[config.mk]
export PLATFORM = sky130hd
export DESIGN_NAME = segrw_init_seq
export DESIGN_NICKNAME = d
export VERILOG_FILES = /design/src/rtl/segrw_pkg.sv /design/src/rtl/segrw_tok_slot.sv /design/src/rtl/segrw_init_seq.sv
export SDC_FILE = /design/constraint.sdc
export NUM_CORES = 1
export LEC_CHECK = 0
export ABC_AREA = 1
export BUFFER_PORTS_ARGS = -buffer_cell sky130_fd_sc_hd__clkbuf_2
export CAP_MARGIN = 15
export CELL_PAD_IN_SITES_DETAIL_PLACEMENT = 1
export CELL_PAD_IN_SITES_GLOBAL_PLACEMENT = 2
export CORE_MARGIN = 1.5
export CORE_UTILIZATION = 26
export CTS_CLUSTER_SIZE = 14
export DETAILED_ROUTE_END_ITERATION = 10
export GPL_ROUTABILITY_DRIVEN = 0
export PLACE_DENSITY = 0.77
export SLEW_MARGIN = 10
export SYNTH_ARGS = -nofsm -noshare
export SYNTH_HDL_FRONTEND = slang
export SYNTH_SLANG_ARGS = --single-unit
[constraint.sdc]
create_clock -name clock -period 4.2 [get_ports clock]
set_clock_uncertainty 0.1 [all_clocks]
set_input_delay 0 -clock clock [delete_from_list [all_inputs] [get_ports clock]]
set_output_delay 0 -clock clock [all_outputs]
set_load 0.01 [all_outputs]
[src/rtl/segrw_pkg.sv]
// Shared types and defaults for the segrw initiator: FSM state encoding,
// default widths and the width helper for the read-credit counter.
package segrw_pkg;

  typedef enum logic [2:0] {
    IDLE,
    LOAD,
    ISSUE,
    EOS,
    DRAIN,
    FIN
  } state_e;

  localparam int AW_DEF      = 16;
  localparam int DW_DEF      = 32;
  localparam int LW_DEF      = 8;
  localparam int MAX_OUT_DEF = 4;

  // Bits needed to count 0..n-1; never less than one bit.
  function automatic int clog2(input int n);
    int r;
    r = 0;
    while ((1 << r) < n) r++;
    return (r < 1) ? 1 : r;
  endfunction

endpackage

[src/rtl/segrw_tok_slot.sv]
// One output-stream token register: holds v/e/d until the consumer takes it and
// remembers that it was taken so the three streams of an op can be joined.
module segrw_tok_slot #(
  parameter int W = 1
) (
  input  logic         clock,
  input  logic         reset,
  input  logic         load,
  input  logic         load_e,
  input  logic [W-1:0] load_d,
  input  logic         b,
  output logic         v,
  output logic         e,
  output logic [W-1:0] d,
  output logic         taken
);

  logic taken_q;

  // A load always follows (or coincides with) the take of the previous token,
  // so it wins over the transfer branch.
  always_ff @(posedge clock) begin
    if (reset) begin
      v       <= 1'b0;
      e       <= 1'b0;
      taken_q <= 1'b0;
    end else if (load) begin
      v       <= 1'b1;
      e       <= load_e;
      taken_q <= 1'b0;
    end else if (v && !b) begin
      v       <= 1'b0;
      e       <= 1'b0;
      taken_q <= 1'b1;
    end
  end

  // NOTE: payload registers carry no reset; they are only observed while v=1.
  always_ff @(posedge clock) begin
    if (load) d <= load_d;
  end

  // Counting the in-flight transfer lets an op retire in its first ISSUE cycle.
  assign taken = taken_q | (v & ~b);

endmodule

[src/rtl/segrw_init_seq.sv]
// Segment read/write initiator: turns one burst command into addr/dataW/write
// token triples and forwards returning read data. Option macro: SEGRW_EOS_EN.
module segrw_init_seq
  import segrw_pkg::*;
#(
  parameter int AW      = AW_DEF,
  parameter int DW      = DW_DEF,
  parameter int LW      = LW_DEF,
  parameter int MAX_OUT = MAX_OUT_DEF
) (
  input  logic          clock,
  input  logic          reset,
  input  logic          cmd_v,
  output logic          cmd_b,
  input  logic [AW-1:0] cmd_base,
  input  logic [LW-1:0] cmd_len,
  input  logic          cmd_wr,
  input  logic          wsrc_v,
  input  logic          wsrc_e,
  output logic          wsrc_b,
  input  logic [DW-1:0] wsrc_d,
  output logic          addr_v,
  output logic          addr_e,
  input  logic          addr_b,
  output logic [AW-1:0] addr_d,
  output logic          dataW_v,
  output logic          dataW_e,
  input  logic          dataW_b,
  output logic [DW-1:0] dataW_d,
  output logic          write_v,
  output logic          write_e,
  input  logic          write_b,
  output logic          write_d,
  input  logic          dataR_v,
  input  logic          dataR_e,
  output logic          dataR_b,
  input  logic [DW-1:0] dataR_d,
  output logic          rdo_v,
  output logic          rdo_e,
  input  logic          rdo_b,
  output logic [DW-1:0] rdo_d,
  output logic          done,
  output logic          err
);

  localparam int CW = clog2(MAX_OUT + 1);

`ifdef SEGRW_EOS_EN
  localparam state_e AFTER_LAST = EOS;
`else
  localparam state_e AFTER_LAST = DRAIN;
`endif

  state_e        state;
  logic [AW-1:0] addr_q;
  logic [LW-1:0] rem_q;
  logic          wr_q;
  logic [CW-1:0] outst;

  logic          taken_a, taken_w, taken_k, all_taken;
  logic          wsrc_fire, wsrc_err, credit_ok, load_op, load_eos, retire;
  logic          slot_load;
  logic [AW-1:0] ld_addr;
  logic [DW-1:0] ld_data;
  logic          ld_write;
  logic          dr_fire, ret_dec, dr_err, iss_inc;

  assign wsrc_b    = reset | !(state == LOAD && wr_q);
  assign wsrc_fire = wsrc_v & ~wsrc_b;
  assign wsrc_err  = wsrc_fire & wsrc_e;
  assign credit_ok = outst < CW'(MAX_OUT);
  assign load_op   = (state == LOAD) && (wr_q ? (wsrc_fire && !wsrc_e) : credit_ok);
  assign all_taken = taken_a & taken_w & taken_k;
  assign retire    = (state == ISSUE) && all_taken;

`ifdef SEGRW_EOS_EN
  assign load_eos = retire && (rem_q == LW'(1));
`else
  assign load_eos = 1'b0;
`endif

  assign slot_load = load_op | load_eos;
  assign ld_addr   = load_eos ? '0 : addr_q;
  assign ld_data   = (load_eos || !wr_q) ? '0 : wsrc_d;
  assign ld_write  = !load_eos && wr_q;

  segrw_tok_slot #(.W(AW)) u_addr (
    .clock(clock), .reset(reset), .load(slot_load), .load_e(load_eos), .load_d(ld_addr),
    .b(addr_b), .v(addr_v), .e(addr_e), .d(addr_d), .taken(taken_a)
  );

  segrw_tok_slot #(.W(DW)) u_dataw (
    .clock(clock), .reset(reset), .load(slot_load), .load_e(load_eos), .load_d(ld_data),
    .b(dataW_b), .v(dataW_v), .e(dataW_e), .d(dataW_d), .taken(taken_w)
  );

  segrw_tok_slot #(.W(1)) u_write (
    .clock(clock), .reset(reset), .load(slot_load), .load_e(load_eos), .load_d(ld_write),
    .b(write_b), .v(write_v), .e(write_e), .d(write_d), .taken(taken_k)
  );

  // Read return path is a zero-latency pass-through; reset only closes it.
  assign dataR_b = reset | rdo_b;
  assign rdo_v   = dataR_v & ~reset;
  assign rdo_e   = dataR_e & ~reset;
  assign rdo_d   = dataR_d;

  assign dr_fire = dataR_v & ~dataR_b;
  assign ret_dec = dr_fire && !dataR_e && (outst != '0);
  assign dr_err  = dr_fire && (dataR_e || (outst == '0));
  assign iss_inc = retire && !wr_q;

  // NOTE: all state below is non-blocking so every branch sees start-of-cycle values.
  always_ff @(posedge clock) begin
    if (reset) begin
      state  <= IDLE;
      cmd_b  <= 1'b1;
      done   <= 1'b0;
      err    <= 1'b0;
      outst  <= '0;
      addr_q <= '0;
      rem_q  <= '0;
      wr_q   <= 1'b0;
    end else begin
      done <= (state == FIN);
      if (dr_err || wsrc_err) err <= 1'b1;

      case ({iss_inc, ret_dec})
        2'b10:   outst <= outst + CW'(1);
        2'b01:   outst <= outst - CW'(1);
        default: ;
      endcase

      case (state)
        IDLE: begin
          if (cmd_v && !cmd_b) begin
            addr_q <= cmd_base;
            rem_q  <= cmd_len;
            wr_q   <= cmd_wr;
            cmd_b  <= 1'b1;
            state  <= (cmd_len == '0) ? FIN : LOAD;
          end else begin
            cmd_b <= 1'b0;
          end
        end
        LOAD: begin
          if (load_op) state <= ISSUE;
        end
        ISSUE: begin
          if (all_taken) begin
            addr_q <= addr_q + AW'(1);
            rem_q  <= rem_q - LW'(1);
            state  <= (rem_q != LW'(1)) ? LOAD : AFTER_LAST;
          end
        end
`ifdef SEGRW_EOS_EN
        EOS: begin
          if (all_taken) state <= DRAIN;
        end
`endif
        DRAIN: begin
          if (outst == '0) state <= FIN;
        end
        FIN: begin
          state <= IDLE;
          cmd_b <= 1'b0;
        end
        default: state <= IDLE;
      endcase
    end
  end

endmodule
==> reports/metrics.cfg <==
[sta]
finalCritPeriodShare_pct=62.5
relSlewSlack_pct=51.7
setup_viol=0
min_period_ns=2.63
fmax_mhz=381
slew_violations=0
totalNegativeSetupSlack_ns=0
rsz0062_at_grt=no
tightest_slew_ns=0.723
hold_viol=0

[clock_network]
h-tree-depth=3
cts_inserted_buffers=9
cts_tree=done
insertion_delay_ns=0.35
clk_path_buf_depth=2
cts_sinks=89
clkSlewWorstSetupHoldPaths_ns=0.06
cts_root_buf=clkbuf_16

[synthesis]
synth_top_family_by_area=simple AND/OR/NAND/NOR gates
syn_inst=531
yosysWarnings=0
synth_compound_area_share_pct=9.10
synth-simple-area-share_pct=20.3
yosysTopAreaCellShare_pct=33.4
synth_xor_area_share_pct=1.19
netlist.top_cell.by_area=edfxtp_1
yosysUniqueCellTypes=33
synth_area_leaders=edfxtp_1 (33%), dfxtp_1 (18%), nand2_1 (11%)
postSynthAreaPerCell_um2=8.29
yosysSeqAreaShare_pct=51.6
synth.cell_area_mm2=0.00440
synth_fa_ha_area_share_pct=1.59
ys_ff_latch=89
synth.area.mux_share_pct=0.910

[power_and_ir_drop]
sw_frac_of_total_pct=37.0
clockPowerShare_pct=23.2
power.internal_mw=2.18
pwr-share-seq_pct=40.6
power.density_mw_per_mm2=560
pwr-share-comb_pct=36.1
p_switching_mw=1.28
vdd_ir_drop_max_mv=0.260
p_leak_nw=2.90

[final_layout]
antenna-diode-count=0
final_cell_mix=nand2_1 (128), clkbuf_2 (126), dlygate4sd3_1 (90), inv_1 (81), edfxtp_1 (49)
layout_commonest_cell=nand2_1
fin_nets=817
drive_gt1_share_pct=21.5
syn_to_final_growth_pct=40.5
fin_area_mm2=0.00619
final_util_pct=37.3
nFillCells=1989

[critical_path]
worst_ep_arrival_time_ns=2.53
slowest_stage=a21boi_4
cp-end-kind=flop
cp_cell_sequence=inv_1, nor3_1, nand4_1, a21boi_4, buf_4
required_ns=4.10
start_kind=flop
critPathKind=flop to flop
max_stage_delay_ns=0.60
critPathMaxFanout=33

[route]
vias=4034
first_iter_violations=92
drc_errors=0
ant_nets=0
finalWirelength_mm=12.4
vias_per_cell=4.31
drtPass1Iterations=4
routedWlPerCell_um=13.2

[grt]
grt_max_degree=34
antenna_found_initial=0
grt-ovfl-total=0
global_route.usage.total_pct=14.1
grt_pass1_vias=4162
grt_pass1_wl_mm=19.8

[floorplan]
die_w_um=133
core_area_mm2=0.0166
pin_count=194
die_y_um=133
rows=47
die-area_mm2=0.0177
initial_core_util_pct=26.5

[flow_run]
timing.max_cap.violations=0

[place]
place_area_mm2=0.00499
hpwl_mm=8.66
io_buffers=126

[run_status]
status=completed

[min_path]
hp-class=input port to flop

==> area by class of cell <==
| type | count | area, µm² | share of cell area, % |
|---|---|---|---|
| Tap cell | 220 | 275 | 4.45 |
| Multi-Input combinational cell | 309 | 1470 | 23.8 |
| Timing Repair Buffer | 220 | 1560 | 25.2 |
| Sequential cell | 89 | 2270 | 36.7 |
| Clock inverter | 3 | 41.3 | 0.667 |
| Inverter | 83 | 312 | 5.04 |
| Clock buffer | 13 | 250 | 4.05 |
==> cells in the mapped netlist <==
| cell | count |
|---|---|
| a21oi_4 | 1 |
| nand3b_1 | 2 |
| o21bai_1 | 2 |
| xor2_1 | 3 |
| buf_2 | 5 |
| o211ai_1 | 1 |
| edfxtp_1 | 49 |
| nor2_1 | 47 |
| or2_2 | 6 |
| a31oi_1 | 1 |
| nand2_1 | 128 |
| buf_4 | 38 |
| nor2_2 | 1 |
| clkbuf_1 | 7 |
| nand4_1 | 7 |
| xnor2_1 | 3 |
| nor4_1 | 1 |
| nand3_1 | 22 |
| o21ai_0 | 25 |
| conb_1 | 1 |
| dfxtp_1 | 40 |
| inv_1 | 81 |
| o22ai_1 | 3 |
| mux2i_1 | 4 |
| inv_2 | 2 |
| a21boi_2 | 1 |
| o21ai_1 | 5 |
| fa_1 | 1 |
| nand2_2 | 1 |
| buf_6 | 2 |
| a21oi_1 | 35 |
| nor3_1 | 2 |
| ha_1 | 4 |
==> through the flow <==
stage / power, mW / setup slack [ns] / hold WS [ns] / std cells
2_1_floorplan: 2.27 / 1.26 / -0.0168 / 533
3_3_place_gp: 2.57 / 1.62 / -0.0999 / 831
3_5_place_dp: 2.62 / 1.47 / -0.0999 / 831
4_1_cts: 3.52 / 1.46 / 0.000231 / 937
5_1_grt: 3.73 / 1.25 / 0.0440 / 937
6_report: 3.47 / 1.57 / 0.0129 / 937
==> logic make-up (layout without fill, tap and decap cells) <==
family          count (synthesis)  in the layout
fa+ha+maj                       5              5
compound gates                 74             74
buf+inv                       135            319
xor+xnor                        6              6
other cells                     1              3
flops                          89             89
simple gates                  217            217
mux                             4              4
==> timing repair <==
item,CTS,global route
buffers inserted,0,0
endpoints found under the hold margin,90,0
hold buffers,90,0
resized for setup,0,0
==> power by group through the flow <==
| stage | Combinational (mW) | Sequential (mW) | Clock [mW] |
|---|---|---|---|
| 2_1_floorplan | 0.793 | 1.48 | 0 |
| 3_3_place_gp | 1.15 | 1.42 | 0 |
| 3_5_place_dp | 1.19 | 1.43 | 0 |
| 4_1_cts | 1.27 | 1.41 | 0.836 |
| 5_1_grt | 1.41 | 1.45 | 0.865 |
| 6_report | 1.25 | 1.41 | 0.805 |
==> sequential cells by signal, summed over array words and instances, names as in the netlist, 3 cells and up <==
register	cells
addr_q	16
outst	3
rem_q	8
state	3
u_addr.d	16
u_dataw.d	32
==> worst max-delay path: cells and delay by family (launching register included) <==
family	cells	cell delay, ns
AO/OA/AOI/OAI	1	0.60
buffers and inverters	2	0.56
AND/OR/NAND/NOR	2	0.66
flip-flops	1	0.34
==> worst paths after layout <==
path	to	slack [ns]	cells past startpoint	start
min reg2reg	u_write.taken_q$_SDFFE_PP0P_	0.36	2	u_write.taken_q$_SDFFE_PP0P_
max	u_dataw.d[13]$_SDFFCE_PN0P_	1.57	5	state[0]$_SDFFE_PP0P_
min	cmd_b$_SDFFE_PP1P_	0.01	5	cmd_v
max reg2reg	u_dataw.d[13]$_SDFFCE_PN0P_	1.57	5	state[0]$_SDFFE_PP0P_
==> layer usage <==
layer  routed length, µm  vias to the layer above  global-route usage (%)
li1                    -                     2007                       -
met4                 194                        0                    5.31
met1                5670                     1857                    17.0
met5                   0                        -                       0
met2                5840                      155                    24.7
met3                 688                       15                    2.93
Note: power is estimated with default switching activity, not from simulation.
